### config.mk
export PLATFORM = sky130hd
export DESIGN_NAME = spi_ip_slave_shift
export DESIGN_NICKNAME = d
export VERILOG_FILES = /design/src/rtl/spi_ip_pkg.sv /design/src/rtl/spi_ip_sync_edge.sv /design/src/rtl/spi_ip_slave_shift.sv
export SDC_FILE = /design/constraint.sdc
export NUM_CORES = 1
export LEC_CHECK = 0
export ABC_AREA = 1
export BUFFER_PORTS_ARGS = -buffer_cell sky130_fd_sc_hd__buf_2
export CAP_MARGIN = 20
export CORE_ASPECT_RATIO = 0.75
export CORE_MARGIN = 2
export CORE_UTILIZATION = 60
export DETAILED_ROUTE_END_ITERATION = 12
export HOLD_SLACK_MARGIN = 0.12
export PLACE_DENSITY = 0.79
export RECOVER_POWER = 50
export SLEW_MARGIN = 25
export SYNTH_ARGS = -nofsm -noshare
export SYNTH_HDL_FRONTEND = slang
export SYNTH_SLANG_ARGS = --single-unit
### constraint.sdc
create_clock -name spis_clk_i -period 4.4 [get_ports spis_clk_i]
set_input_delay 0.44 -clock spis_clk_i [delete_from_list [all_inputs] [get_ports spis_clk_i]]
set_output_delay 0.44 -clock spis_clk_i [all_outputs]
set_load 0.005 [all_outputs]
### src/rtl/spi_ip_pkg.sv
// rtl/spi_ip_pkg.sv - shared state encoding and edge-select constants for the SPI slave engine
package spi_ip_pkg;

  typedef enum logic {
    IDLE   = 1'b0,
    ACTIVE = 1'b1
  } spi_state_e;

  localparam logic EDGE_LEADING  = 1'b0;
  localparam logic EDGE_TRAILING = 1'b1;

  // CPHA=0 samples on the leading edge, CPHA=1 on the trailing edge.
  function automatic logic sample_edge_sel(input logic cpha);
    return cpha ? EDGE_TRAILING : EDGE_LEADING;
  endfunction

endpackage

### src/rtl/spi_ip_sync_edge.sv
// rtl/spi_ip_sync_edge.sv - multi-flop synchronizer with rise/fall pulses on the synchronized level
module spi_ip_sync_edge
  import spi_ip_pkg::*;
#(
  parameter int   STAGES  = 2,
  parameter logic RST_VAL = 1'b0
) (
  input  logic clk_i,
  input  logic rst_i,
  input  logic d_i,
  output logic q_o,
  output logic rise_o,
  output logic fall_o
);

  logic [STAGES-1:0] sync_q, sync_d;
  logic              prev_q, prev_d;

  always_comb begin
    sync_d = {sync_q[STAGES-2:0], d_i};
    prev_d = sync_q[STAGES-1];
  end

  always_ff @(posedge clk_i) begin
    if (rst_i) begin
      sync_q <= {STAGES{RST_VAL}};
      prev_q <= RST_VAL;
    end else begin
      sync_q <= sync_d;
      prev_q <= prev_d;
    end
  end

  assign q_o    = sync_q[STAGES-1];
  assign rise_o = q_o & ~prev_q;
  assign fall_o = ~q_o & prev_q;

endmodule

### src/rtl/spi_ip_slave_shift.sv
// rtl/spi_ip_slave_shift.sv - SPI slave serial engine: oversampled SCK/SS_n, word shift in/out, valid/ready word ports
module spi_ip_slave_shift
  import spi_ip_pkg::*;
#(
  parameter int PARAM_DATA_WIDTH  = 8,
  parameter int PARAM_SYNC_STAGES = 2
) (
  input  logic                        spis_clk_i,
  input  logic                        spis_rst_i,
  input  logic                        spis_sck_i,
  input  logic                        spis_ss_n_i,
  input  logic                        spis_mosi_i,
  output logic                        spis_miso_o,
  output logic                        spis_miso_oe_o,
  input  logic                        spis_cpol_i,
  input  logic                        spis_cpha_i,
  input  logic                        spis_lsb_first_i,
  input  logic [PARAM_DATA_WIDTH-1:0] spis_tx_data_i,
  input  logic                        spis_tx_valid_i,
  output logic                        spis_tx_ready_o,
  output logic [PARAM_DATA_WIDTH-1:0] spis_rx_data_o,
  output logic                        spis_rx_valid_o,
  input  logic                        spis_rx_ready_i,
  input  logic                        spis_clr_err_i,
  output logic                        spis_overrun_o,
  output logic                        spis_underrun_o,
  output logic                        spis_busy_o
);

  localparam int W  = PARAM_DATA_WIDTH;
  localparam int CW = $clog2(W);

  spi_state_e state_q, state_d;
  logic cpol_q, cpol_d, cpha_q, cpha_d, lsb_q, lsb_d;
  logic [W-1:0] hold_q, hold_d, tx_sh_q, tx_sh_d, rx_sh_q, rx_sh_d, rx_data_q, rx_data_d;
  logic hold_full_q, hold_full_d, rx_valid_q, rx_valid_d;
  logic overrun_q, overrun_d, underrun_q, underrun_d;
  logic miso_q, miso_d, skip_q, skip_d, armed_q, armed_d;
  logic lead_q, lead_d, trail_q, trail_d, mosi_q, mosi_d;
  logic [PARAM_SYNC_STAGES:0] settle_q, settle_d;
  logic [CW-1:0] cnt_q, cnt_d;

  logic sck_lvl, sck_rise, sck_fall, ss_lvl, ss_rise, ss_fall, mosi_s, mosi_rise, mosi_fall;
  logic unused_sync;
  logic load, tx_ready, sample_ev, shift_ev, cpha_eff, lsb_eff;
  logic [W-1:0] rx_word, load_word;

  spi_ip_sync_edge #(.STAGES(PARAM_SYNC_STAGES), .RST_VAL(1'b0)) u_sync_sck (
    .clk_i(spis_clk_i), .rst_i(spis_rst_i), .d_i(spis_sck_i),
    .q_o(sck_lvl), .rise_o(sck_rise), .fall_o(sck_fall));
  spi_ip_sync_edge #(.STAGES(PARAM_SYNC_STAGES), .RST_VAL(1'b1)) u_sync_ss (
    .clk_i(spis_clk_i), .rst_i(spis_rst_i), .d_i(spis_ss_n_i),
    .q_o(ss_lvl), .rise_o(ss_rise), .fall_o(ss_fall));
  spi_ip_sync_edge #(.STAGES(PARAM_SYNC_STAGES), .RST_VAL(1'b0)) u_sync_mosi (
    .clk_i(spis_clk_i), .rst_i(spis_rst_i), .d_i(spis_mosi_i),
    .q_o(mosi_s), .rise_o(mosi_rise), .fall_o(mosi_fall));

  assign unused_sync = ^{sck_lvl, mosi_rise, mosi_fall};

  always_comb begin
    state_d = state_q;  cpol_d = cpol_q;  cpha_d = cpha_q;  lsb_d = lsb_q;
    hold_d = hold_q;  hold_full_d = hold_full_q;  tx_sh_d = tx_sh_q;  rx_sh_d = rx_sh_q;
    rx_data_d = rx_data_q;  rx_valid_d = rx_valid_q;  overrun_d = overrun_q;  underrun_d = underrun_q;
    miso_d = miso_q;  skip_d = skip_q;  cnt_d = cnt_q;
    load = 1'b0;
    load_word = '0;
    // Edge pulses are registered once more so MOSI and SCK stay aligned through the same delay.
    lead_d  = cpol_q ? sck_fall : sck_rise;
    trail_d = cpol_q ? sck_rise : sck_fall;
    mosi_d  = mosi_s;
    // Right after reset the SS_n synchronizer still holds its preset; only arm once the pin is seen high.
    settle_d = {settle_q[PARAM_SYNC_STAGES-1:0], 1'b1};
    armed_d  = armed_q | (settle_q[PARAM_SYNC_STAGES] & ss_lvl);
    cpha_eff = (state_q == IDLE) ? spis_cpha_i : cpha_q;
    lsb_eff  = (state_q == IDLE) ? spis_lsb_first_i : lsb_q;
    sample_ev = (sample_edge_sel(cpha_q) == EDGE_LEADING) ? lead_q : trail_q;
    shift_ev  = (sample_edge_sel(cpha_q) == EDGE_LEADING) ? trail_q : lead_q;
    rx_word   = lsb_q ? {mosi_q, rx_sh_q[W-1:1]} : {rx_sh_q[W-2:0], mosi_q};

    if (rx_valid_q && spis_rx_ready_i) rx_valid_d = 1'b0;
    if (spis_clr_err_i) begin
      overrun_d  = 1'b0;
      underrun_d = 1'b0;
    end

    case (state_q)
      IDLE: begin
        if (ss_fall && armed_q) begin
          state_d = ACTIVE;
          cpol_d  = spis_cpol_i;
          cpha_d  = spis_cpha_i;
          lsb_d   = spis_lsb_first_i;
          cnt_d   = '0;
          rx_sh_d = '0;
          load    = 1'b1;
        end
      end
      ACTIVE: begin
        if (ss_rise) begin
          state_d = IDLE;
          cnt_d   = '0;
          miso_d  = 1'b0;
          skip_d  = 1'b0;
        end else begin
          if (sample_ev) begin
            rx_sh_d = rx_word;
            if (cnt_q == CW'(W - 1)) begin
              cnt_d = '0;
              load  = 1'b1;
              if (!rx_valid_q || spis_rx_ready_i) begin
                rx_data_d  = rx_word;
                rx_valid_d = 1'b1;
              end else begin
                overrun_d = 1'b1;
              end
            end else begin
              cnt_d = cnt_q + 1'b1;
            end
          end
          if (shift_ev) begin
            if (skip_q) begin
              skip_d = 1'b0;
            end else begin
              miso_d  = lsb_q ? tx_sh_q[0] : tx_sh_q[W-1];
              tx_sh_d = lsb_q ? (tx_sh_q >> 1) : (tx_sh_q << 1);
            end
          end
        end
      end
      default: state_d = IDLE;
    endcase

    tx_ready = ~hold_full_q | load;
    if (load) begin
      load_word   = hold_full_q ? hold_q : '0;
      hold_full_d = 1'b0;
      if (!hold_full_q) underrun_d = 1'b1;
      // CPHA=0 presents bit 0 immediately; a mid-stream reload must ignore the word's last trailing edge.
      if (!cpha_eff) begin
        miso_d  = lsb_eff ? load_word[0] : load_word[W-1];
        tx_sh_d = lsb_eff ? (load_word >> 1) : (load_word << 1);
        skip_d  = (state_q == ACTIVE);
      end else begin
        tx_sh_d = load_word;
      end
    end
    if (spis_tx_valid_i && tx_ready) begin
      hold_d      = spis_tx_data_i;
      hold_full_d = 1'b1;
    end
  end

  always_ff @(posedge spis_clk_i) begin
    if (spis_rst_i) begin
      state_q <= IDLE;  cpol_q <= 1'b0;  cpha_q <= 1'b0;  lsb_q <= 1'b0;
      hold_q <= '0;  hold_full_q <= 1'b0;  tx_sh_q <= '0;  rx_sh_q <= '0;
      rx_data_q <= '0;  rx_valid_q <= 1'b0;  overrun_q <= 1'b0;  underrun_q <= 1'b0;
      miso_q <= 1'b0;  skip_q <= 1'b0;  armed_q <= 1'b0;  cnt_q <= '0;
      lead_q <= 1'b0;  trail_q <= 1'b0;  mosi_q <= 1'b0;  settle_q <= '0;
    end else begin
      state_q <= state_d;  cpol_q <= cpol_d;  cpha_q <= cpha_d;  lsb_q <= lsb_d;
      hold_q <= hold_d;  hold_full_q <= hold_full_d;  tx_sh_q <= tx_sh_d;  rx_sh_q <= rx_sh_d;
      rx_data_q <= rx_data_d;  rx_valid_q <= rx_valid_d;  overrun_q <= overrun_d;  underrun_q <= underrun_d;
      miso_q <= miso_d;  skip_q <= skip_d;  armed_q <= armed_d;  cnt_q <= cnt_d;
      lead_q <= lead_d;  trail_q <= trail_d;  mosi_q <= mosi_d;  settle_q <= settle_d;
    end
  end

  assign spis_miso_o     = miso_q;
  assign spis_miso_oe_o  = (state_q == ACTIVE);
  assign spis_busy_o     = (state_q == ACTIVE);
  assign spis_tx_ready_o = tx_ready;
  assign spis_rx_data_o  = rx_data_q;
  assign spis_rx_valid_o = rx_valid_q;
  assign spis_overrun_o  = overrun_q;
  assign spis_underrun_o = underrun_q;

endmodule

* After elaboration in Yosys (flattened, before gate mapping) *
Index checks and enable logic that the tools add are counted.

cells by class
  add/sub/neg operators = 1
  equality and inequality tests = 7
  multiplexer cells = 64
  bitwise gates (word level) = 14
  reductions and logical operators = 13

operator list
  cell                                                                     count
  8-bit two-way mux                                                        13
  1-bit two-way mux                                                        43
  8-bit case mux with 2 select lines                                       1
  3-bit two-way mux                                                        4
  2-bit by 1-bit inequality test with 1-bit output, second input constant  4
  1-bit NOT                                                                7
  3-bit case mux with 2 select lines                                       1
  2-bit nonzero test                                                       3
  1-bit AND                                                                5
  5-bit AND reduction                                                      1
  1-bit case mux with 2 select lines                                       2
  2-bit AND reduction                                                      2
  4-bit AND reduction                                                      1
  3-bit by 1-bit adder with 3-bit output, second input constant            1
  3-bit equality test, second input constant                               1
  1-bit logical AND                                                        3
  3-bit by 1-bit inequality test with 1-bit output, second input constant  1
  3-bit AND reduction                                                      1
  2-bit inequality test, second input constant                             1
  1-bit bitwise OR                                                         2
  1-bit zero test                                                          1
  1-bit logical OR                                                         1

storage, ports and cells
  bits in registers = 60
  bits of input ports = 19
  logic and storage cells = 125

* Logic depth before layout (Yosys ltp) *
Gate-level depths: netlist (run 1).

  depth in word-level cells = 8
  mapped depth = 12
  mapped depth without buffers = 11

* Hierarchy *
A second synthesis (run 1) with hierarchy kept.

unflattened totals
  cells, all modules = 429
  area, all modules = 2840.2 sq um

modules (own cells, without submodules)
  module                               instances  cells each  area an instance (sq um)  seq. area each (sq um)
  spi_ip_slave_shift                   1          392         2555.0                    1041.0
  spi_ip_sync_edge at u_sync_mosi ...  2          12          93.8                      60.1
  spi_ip_sync_edge at u_sync_ss        1          13          97.6                      60.1

* Worst setup path before layout (run 1) *
OpenSTA, ideal clock, no wires.

  kind = flip-flop to flip-flop
  start = register state_q, in the netlist spis_busy_o
  end = register rx_data_q[5], in the netlist spis_rx_data_o[5]
  arrival time = 1.350 ns
  required time = 4.330 ns
  slack = 2.980 ns
  cell stages (with the launch flop) = 9
  path buffers = 2
  cell sequence = dfxtp_1 -> inv_2 -> a21oi_4 -> nand3_4 -> buf_6 -> inv_1 -> buf_4 -> nand3_1 -> a21oi_1

between the ends
  word-level cells in the longest chain between the ends = 1

RTL lines
  element                        RTL line                   RTL
  start, declared                spi_ip_slave_shift.sv:33   spi_state_e state_q, state_d;
  start signal, assigned         spi_ip_slave_shift.sv:161  state_q <= state_d; cpol_q <= cpol_d; cpha_q <= cpha_d; lsb_q <= lsb_d;
  5-bit AND reduction (no line)  --
  end signal, assigned           spi_ip_slave_shift.sv:163  rx_data_q <= rx_data_d; rx_valid_q <= rx_valid_d; overrun_q <= overrun_d; underrun_q <= underrun_d;
  end, declared                  spi_ip_slave_shift.sv:35   logic [W-1:0] hold_q, hold_d, tx_sh_q, tx_sh_d, rx_sh_q, rx_sh_d, rx_data_q, rx_data_d;

No other way between the ends.
A chain may end at the register's enable or synchronous reset.

==> impl_metrics.yaml, run 1 <==
outcome:
  status: "finished, violations left"
  violations: "max-capacitance violations, max-slew violations"
logic_synthesis:
  yosysWarnings: 0
  syn_nets: 442
  syn_avg_cell_area_um2: 6.61
  synth_cells: 421
  synth_area_um2: 2780
  yosysSeqAreaShare_pct: 43.2
  ys_seq_elements: 60
  yosysUniqueCellTypes: 24
floorplanning:
  coreArea_um2: 4470
  rows: 21
  fp.dieW_um: 82.6
  ioPinCount: 34
  dieHeight_um: 63.0
  dieArea_um2: 5200
  start_util_pct: 62.3
timing:
  tightest_slew_ns: 1.62
  clock.fmax_mhz: 404
  setup_slack_ns: 1.93
  relSlewSlack_pct: -8.06
  hold_viol_final: 0
  setup_viol: 0
  skew_ns: 0.00755
  slew_violations: 41
  tns_ns: 0
  period_needed_ns: 2.47
  fin_crit_sh_pct: 56.2
  rsz0062_at_grt: "no"
setup_path:
  crit_buf_inv: 2
  critical_path.endpoint_type: "register"
  crit_type: "primary input to register"
  cpPeakStageDelay_ns: 1.15
  cp_slowest_cell: "clkbuf_1"
  critical_path.cell_chain: "clkbuf_1 -> inv_1 -> o21ai_0 -> nor2_1"
  cp_top_family: "buffers and inverters"
  critPathLaunchType: "primary input"
  cp_data_arrival_time_ns: 2.71
  crit_fanout: 40
  critPathRequiredTime_ns: 4.63
job:
  drv_cap: 1
final_layout:
  post-route-util_pct: 70.1
  nets: 472
  antennaDiodeCount: 0
  drive_gt1_share_pct: 11.4
  synthToLayoutAreaGrowth_pct: 12.6
global_routing:
  grt_overflow: 0
  grt_antenna_before_repair: 0
  grt_pass1_vias: 2241
  grt_max_degree: 41
  grt_util_all_layers_pct: 26.7
  grt_pass1_wl_mm: 10.4
clock_network:
  cts_buffers: 9
  ctsLongestPathBuffers: 2
  cts_tree: "yes"
  cts_resized: 0
  worstSkewPairLatency_ns: 0.34
  root_buffer: "clkbuf_8"
  cts.hold.buffers_added: 0
  cts.htree.levels: 3
  clk_pin_slew_ns: 0.07
  cts_sinks: 60
  post_cts_buffers: 0
route:
  wirelength_mm: 6.37
  met3_length_um: 675
  wl_met2_mm: 2.67
  drc_errors: 0
  routed.top_layer: "met4"
  vias: 2729
  drt-met1-wl_mm: 2.97
  routed_via_density: 5.32
  antenna_left: 0
  first_iter_violations: 290
  routedWlPerCell_um: 12.4
  drtPass1Iterations: 6
placement:
  io_buffers: 33
  pre_cts_ws_ns: 2.22
  gp_congestion: 0.942
  dp_hpwl_mm: 4.45
pwr:
  powerDensity_nw_per_um2: 361
  total_power_uw: 1130
  leakage_uw: 0.00148
  vdd_ir_drop_max_mv: 0.304
worst_hold_path:
  hold_path_class: "primary input to register"
final timing paths:
check / to / slack (ns) / start / depth (start not counted)
worst max-delay path: cnt_q[0] / 1.93 / spis_rst_i / 4
worst min-delay path: u_sync_ss.sync_q[0] / 0.28 / spis_ss_n_i / 2
worst max register to register: tx_sh_q[6] / 2.16 / lsb_q / 11
worst min register to register: mosi_q / 0.41 / u_sync_mosi.sync_q[1] / 2
where the power goes:
part / internal (uW) / total (uW) / switching [uW]
registers: 556 / 568 / 11.4
clock network: 264 / 498 / 234
logic: 22.5 / 65.3 / 42.8
registers in the layout (all words and copies together), names as in the netlist, 2 cells and up:
register and flops:
u_sync_sck.sync_q 2, u_sync_ss.sync_q 2, spis_rx_data_o 8, settle_q 3, hold_q 8, rx_sh_q 8, u_sync_mosi.sync_q 2, tx_sh_q 8
cnt_q 3
placed cells by master (no fill, tap or decap), types with 3 or more instances in the layout:
cell      count
clkinv_4      3
nor2_1       49
nand3_1      43
a21oi_1      32
clkbuf_1      8
dfxtp_1      60
o21ai_0      23
clkinv_1      3
clkbuf_8      9
buf_2        25
inv_2         3
inv_1        42
nand2_1     137
routing by layer:
layer / GRT usage, % / up-vias
li1: - / 1384
met1: 39.2 / 1202
met4: 8.61 / 0
met3: 9.68 / 9
met2: 36.0 / 134
met5: 0 / -
cell families (layout without fill, tap and decap cells):
group | count (synthesis) | in the layout | synth area share [%]
buf+inv | 62 | 97 | 9.00
flops | 60 | 60 | 43.2
fa+ha+maj | 2 | 2 | 0.900
simple gates | 239 | 239 | 35.9
compound gates | 58 | 58 | 11.0
final cells by class:
| cell class | count | area [um^2] |
|---|---|---|
| clock buffers | 9 | 124 |
| well taps | 57 | 71.3 |
| multi-input cells | 299 | 1330 |
| repair buffers | 33 | 155 |
| inverters | 48 | 180 |
| flip-flops and latches | 60 | 1200 |
| clock inverters | 7 | 75.1 |
| fillers | 395 | 1340 |
synth_stat cells, drive strengths merged:
cell	instances	area (um^2)
a21oi	33	176
dfxtp	60	1200
ha	2	25.0
nand3	46	253
inv	45	169
nor3	1	5.00
clkbuf	8	30.0
o21bai	1	7.51
a22oi	1	7.51
clkinv	3	11.3
nand2	139	532
nor2	49	184
o21ai	23	115
buf	6	40.0
nand4	2	12.5
or2	2	12.5
metrics by stage:
stage                     std cells  hold WS [ns]  area (um^2)
after floorplan                 421         0.388         2780
after global placement          497         0.391         2950
after detailed placement        497         0.399         2950
after CTS                       513         0.264         3150
after global routing            513         0.265         3130
final                           513         0.277         3130
Power figures use the tool's default switching activity.
==> run 2, diff against run 1 <==
--- a/config.mk
+++ b/config.mk
@@ -5,15 +5,15 @@
 export SDC_FILE = /design/constraint.sdc
 export NUM_CORES = 1
 export LEC_CHECK = 0
-export ABC_AREA = 1
+export ABC_AREA = 0
 export BUFFER_PORTS_ARGS = -buffer_cell sky130_fd_sc_hd__buf_2
 export CAP_MARGIN = 20
 export CORE_ASPECT_RATIO = 0.75
 export CORE_MARGIN = 2
-export CORE_UTILIZATION = 60
+export CORE_UTILIZATION = 51
 export DETAILED_ROUTE_END_ITERATION = 12
 export HOLD_SLACK_MARGIN = 0.12
-export PLACE_DENSITY = 0.79
+export PLACE_DENSITY = 0.71
 export RECOVER_POWER = 50
 export SLEW_MARGIN = 25
 export SYNTH_ARGS = -nofsm -noshare
==> constraint.sdc (replaced) <==
create_clock -name spis_clk_i -period 2.27 [get_ports spis_clk_i]
set_input_delay 0.227 -clock spis_clk_i [delete_from_list [all_inputs] [get_ports spis_clk_i]]
set_output_delay 0.227 -clock spis_clk_i [all_outputs]
set_load 0.005 [all_outputs]
==> run 2 against run 1 <==
The flow now finishes without violations. Die area up 12%. Wire length is 12% lower. Via count decreased by 22%. Final cell count shrank 22%. Combinational power up 110%. First-iteration DRC count down 57%. Hold slack got worse by 0.14 ns.
==> impl_metrics.yaml, run 2 <==
pwr:
  vdd_ir_drop_max_mv: 0.538
  powerDensity_nw_per_um2: 693
  leakage_uw: 0.00125
setup_path:
  critical_path.cell_chain: "ha_1 -> ha_1 -> nand2_2 -> o31a_1 -> buf_4 -> nand2_1 -> buf_2"
  critPathRequiredTime_ns: 2.04
  cpPeakStageDelay_ns: 0.36
  critPathLaunchType: "register"
  timing.rr.start: "spis_busy_o"
  cp_top_family: "adder cells"
  crit_buf_inv: 2
  crit_type: "register to primary output"
  critical_path.endpoint_type: "primary output"
  crit_fanout: 10
  rrSetupSlack_ns: 0.33
  crit_top_cell: "ha_1"
  startpoint: "cnt_q[0]"
  cp_slowest_cell: "dfxtp_1"
  cp_data_arrival_time_ns: 1.89
route:
  wirelength_mm: 5.59
  drtPass1Iterations: 4
  routedWlPerCell_um: 14.0
  first_iter_violations: 125
  antenna_left: 0
  routed_via_density: 5.34
  vias: 2135
  drc_errors: 0
job:
  drv_cap: 0
logic_synthesis:
  async_reset_ff_share_pct: 0
  syn_avg_cell_area_um2: 9.73
  synth_common_cells: "60 x dfxtp_1, 27 x nand2_1, 27 x nor2_1"
  yosysSeqAreaShare_pct: 44.9
  yosysUniqueCellTypes: 45
  synth_area_um2: 2680
  synth_top_cells_by_area: "dfxtp_1 45%, mux2i_1 9.7%, mux2_2 6.7%"
  synth_edf_count: 0
  synth_top_area_share_pct: 44.9
  ys.flop_type: "dfxtp_1"
  synth_top_area_cell: "dfxtp_1"
  synth_cells: 275
  synth.most_common_cell: "dfxtp_1"
  ys_seq_elements: 60
  syn_nets: 296
  yosysWarnings: 0
timing:
  hold_viol_final: 0
  relSlewSlack_pct: 53.5
  skew_ns: 0.0105
  fin_crit_sh_pct: 93.0
  clock.fmax_mhz: 473
  slew_violations: 0
  tns_ns: 0
  period_needed_ns: 2.11
  rsz0062_at_grt: "no"
  setup_viol: 0
  tightest_slew_ns: 0.698
worst_hold_path:
  worstHoldStart: "spis_tx_data_i[1]"
  hold_path_class: "primary input to register"
global_routing:
  grt_overflow: 0
  grt_pass1_wl_mm: 9.68
  grt_antenna_before_repair: 0
  grt_util_all_layers_pct: 22.0
  grt_max_degree: 21
  grt_pass1_vias: 2036
placement:
  dp_hpwl_mm: 3.76
  gp_congestion: 0.880
  place_area_um2: 2950
  io_buffers: 33
floorplanning:
  rows: 22
  coreArea_um2: 4980
  dieHeight_um: 66.7
  ioPinCount: 34
  start_util_pct: 53.7
  dieArea_um2: 5850
  fp.dieW_um: 87.6
final_layout:
  final-seq-area_um2: 1200
  synthToLayoutAreaGrowth_pct: 21.6
  post-route-util_pct: 65.3
  final_cell_mix: "60 x dfxtp_1, 27 x nor2_1, 27 x buf_2, 26 x nand2_1, 25 x mux2i_1"
  fill_cells: 417
  antennaDiodeCount: 0
  drive_gt1_share_pct: 24.4
  multi_input_area_um2: 1390
  postLayoutCellArea_um2: 3250
  nets: 344
  mostFrequentLayoutCell: "dfxtp_1"
clock_network:
  ctsLongestPathBuffers: 2
  worstSkewPairLatency_ns: 0.34
  cts_buffers: 9
  cts_tree: "yes"
  root_buffer: "clkbuf_8"
  cts_sinks: 60
  clk_pin_slew_ns: 0.07
  cts.htree.levels: 3
outcome:
  status: "complete, no violations"
-- run 2: cell count changes in the layout (fill, tap and decap cells not counted), sizes merged, moves of 8 or more --
cell	delta
mux2	+16
nor2b	+13
a22oi	+9
a21oi	-25
mux2i	+27
a211oi	+8
o21ai	-14
dlygate4sd3	+9
nand3	-46
nor2	-22
nand2	-112
buf	+11
inv	-42
-- run 2: cell type report --
cell class | count | share of cell area [%]
Clock buffer | 13 | 5.50
Clock inverter | 3 | 1.31
Inverter | 5 | 0.577
Multi-Input combinational cell | 193 | 42.9
Sequential cell | 60 | 36.9
Tap cell | 72 | 2.77
Timing Repair Buffer | 54 | 10.0
-- run 2: metal layers --
metal | vias up | share of wire [%] | GRT usage (%)
met5 | - | 0 | 0
met4 | 0 | 0.95 | 8.08
met3 | 6 | 7.3 | 9.54
met2 | 60 | 41 | 31.3
met1 | 976 | 51 | 29.2
li1 | 1093 | - | -
-- run 2: through the flow --
stage | worst slack, ns | total power (uW) | cells | hold slack (ns)
final | 0.158 | 2250 | 400 | 0.136
after global routing | 0.0423 | 2360 | 400 | 0.143
after CTS | 0.0717 | 2280 | 400 | 0.120
after detailed placement | 0.425 | 1240 | 375 | 0.395
after global placement | 0.316 | 1240 | 375 | 0.395
after floorplan | 0.550 | 1200 | 275 | 0.331
-- run 2: tightest hold or removal path, cell delays in order --
cell and delay (ns):
buf_2 0.09, nand2_1 0.05, mux2i_1 0.06
-- run 2: kinds of logic after synthesis --
logic type / share of synthesized area [%]
adders and majority gates: 0.935
muxes: 17.3
buffers and inverters: 3.41
AOI/OAI and AO/OA: 16.4
DFF: 44.9
and+or+nand+nor: 17.0
-- run 2: final timing paths --
kind	to	cells after the start
setup / recovery	spis_tx_ready_o	7
hold / removal	hold_q[1]	3
setup reg to reg	spis_miso_o	6
hold reg to reg	u_sync_ss.sync_q[1]	1
-- run 2: timing repair --
action                                  CTS  global route
endpoints found under the hold margin     9             0
buffers inserted                          0             0
resized for setup                         0             2
endpoints found under the setup margin    0             1
hold buffers                              9             0
-- run 2: power breakdown --
group | switching (uW) | internal [uW]
Sequential | 20.9 | 1080
Clock | 394 | 624
Combinational | 68.4 | 67.5
Total | 483 | 1770
==> run 3, diff against run 2 <==
--- a/config.mk
+++ b/config.mk
@@ -15,6 +15,7 @@
 export HOLD_SLACK_MARGIN = 0.12
 export PLACE_DENSITY = 0.71
 export RECOVER_POWER = 50
+export REMOVE_ABC_BUFFERS = 1
 export SLEW_MARGIN = 25
 export SYNTH_ARGS = -nofsm -noshare
 export SYNTH_HDL_FRONTEND = slang
==> run 3 against run 2 <==
Combinational power is 3% lower. Maximum frequency is 0.48% lower. Wire length hardly changed. Clock skew is 0.0045 ns lower. Flip-flop and latch count stayed put. Via count is 1.4% lower. Worst setup slack worse by 0.010 ns. Hold slack worse by 0.0017 ns. Non-clock buffer count is 4 lower. Critical path type unchanged.
==> impl_metrics.yaml, run 3 (synthesis gave the netlist of run 2 again) <==
outcome:
  status: "complete, no violations"
setup_path:
  crit_type: "register to primary output"
  critPathRequiredTime_ns: 2.04
  critical_path.endpoint_type: "primary output"
  cp_data_arrival_time_ns: 1.90
  cpPeakStageDelay_ns: 0.43
  startpoint: "cnt_q[0]"
  crit_fanout: 11
  critPathLaunchType: "register"
  cp_top_family: "compound AO/OA/AOI/OAI gates"
  timing.rr.start: "cnt_q[0]"
  cp_slowest_cell: "o31a_2"
  critical_path.cell_chain: "ha_1 -> ha_1 -> nand2_1 -> o31a_2 -> nand2_1 -> buf_2"
  crit_buf_inv: 1
clock_network:
  clk_pin_slew_ns: 0.06
  worstSkewPairLatency_ns: 0.34
  post_cts_buffers: 0
  root_buffer: "clkbuf_8"
  cts_tree: "yes"
  cts.htree.levels: 3
  cts_buffers: 9
  ctsLongestPathBuffers: 2
  cts_sinks: 60
placement:
  place_area_um2: 2940
  gp_congestion: 0.835
  io_buffers: 33
  pre_cts_ws_ns: 0.169
  dp_hpwl_mm: 3.90
global_routing:
  grt_pass1_wl_mm: 9.66
  grt_antenna_before_repair: 0
  grt_overflow: 0
  grt_pass1_vias: 2034
  grt_max_degree: 27
  grt_util_all_layers_pct: 21.8
final_layout:
  nets: 340
  mostFrequentLayoutCell: "dfxtp_1"
  multi_input_area_um2: 1390
  antennaDiodeCount: 0
  drive_gt1_share_pct: 24.4
  postLayoutCellArea_um2: 3210
  final_cell_mix: "60 x dfxtp_1, 27 x nand2_1, 27 x nor2_1, 26 x buf_2, 25 x mux2i_1"
  synthToLayoutAreaGrowth_pct: 20.1
  final-seq-area_um2: 1200
  fill_cells: 449
timing:
  tns_ns: 0
  clock.fmax_mhz: 471
  relSlewSlack_pct: 27.8
  rsz0062_at_grt: "no"
  setup_slack_ns: 0.148
  tightest_slew_ns: 1.08
  setup_viol: 0
  hold_viol_final: 0
  period_needed_ns: 2.12
  skew_ns: 0.00594
  fin_crit_sh_pct: 93.5
  slew_violations: 0
job:
  drv_cap: 0
pwr:
  vdd_ir_drop_max_mv: 0.459
  leakage_uw: 0.00123
  powerDensity_nw_per_um2: 709
route:
  wirelength_mm: 5.60
  routed_via_density: 5.32
  antenna_left: 0
  first_iter_violations: 123
  drc_errors: 0
  routedWlPerCell_um: 14.1
  vias: 2105
  drtPass1Iterations: 4
floorplanning:
  rows: 22
  ioPinCount: 34
  dieArea_um2: 5850
  start_util_pct: 53.7
  dieHeight_um: 66.7
  fp.dieW_um: 87.6
  coreArea_um2: 4980
worst_hold_path:
  worstHoldStart: "spis_tx_data_i[2]"
  hold_path_class: "primary input to register"
-- run 3: power breakdown --
group,internal [uW],switching [uW]
clock,642,403
combinational,63.4,69.1
sequential,1080,21.4
-- run 3: worst reg2reg max path, delay by kind of cell, from the launching register on --
kind / cells / cell delay, ns
AOI/OAI and AO/OA: 2 / 0.65
adders and majority gates: 2 / 0.38
buffers and inverters: 1 / 0.22
DFF: 1 / 0.35
muxes: 1 / 0.20
and+or+nand+nor: 1 / 0.16
-- run 3: path summary, 6_finish.rpt --
| kind | to | slack [ns] | cells past startpoint |
|---|---|---|---|
| worst min register to register | u_sync_ss.sync_q[1] | 0.41 | 1 |
| worst min-delay path | hold_q[2] | 0.13 | 3 |
| worst max register to register | hold_q[4] | 0.24 | 7 |
| worst max-delay path | spis_tx_ready_o | 0.15 | 6 |
-- run 3: what timing repair did --
item / CTS / global route
resized for setup: 1 / 1
cloned: 0 / 0
endpoints found under the hold margin: 7 / 0
hold buffers: 7 / 0
endpoints found under the setup margin: 1 / 1
-- run 3: per-stage QoR --
step,total power [uW],hold WS (ns),cells,utilization (%)
after floorplan,1190,0.296,258,-
after global placement,1240,0.405,373,58.9
after detailed placement,1250,0.402,373,59.0
after CTS,2300,0.121,396,64.8
after global routing,2380,0.122,396,64.5
final,2280,0.134,396,64.5
-- run 3: final cells by class --
class | instances | share of cell area, %
Multi-Input combinational cell | 193 | 43.4
Sequential cell | 60 | 37.4
Timing Repair Buffer | 50 | 9.12
Clock buffer | 11 | 4.40
Tap cell | 72 | 2.80
Clock inverter | 5 | 2.34
Inverter | 5 | 0.584
-- run 3: routing by layer --
layer  track usage (%)  share of wire, %
met5                 0                 0
met4              6.15               1.0
met3              8.55               4.4
met2              30.9                42
met1              30.4                53
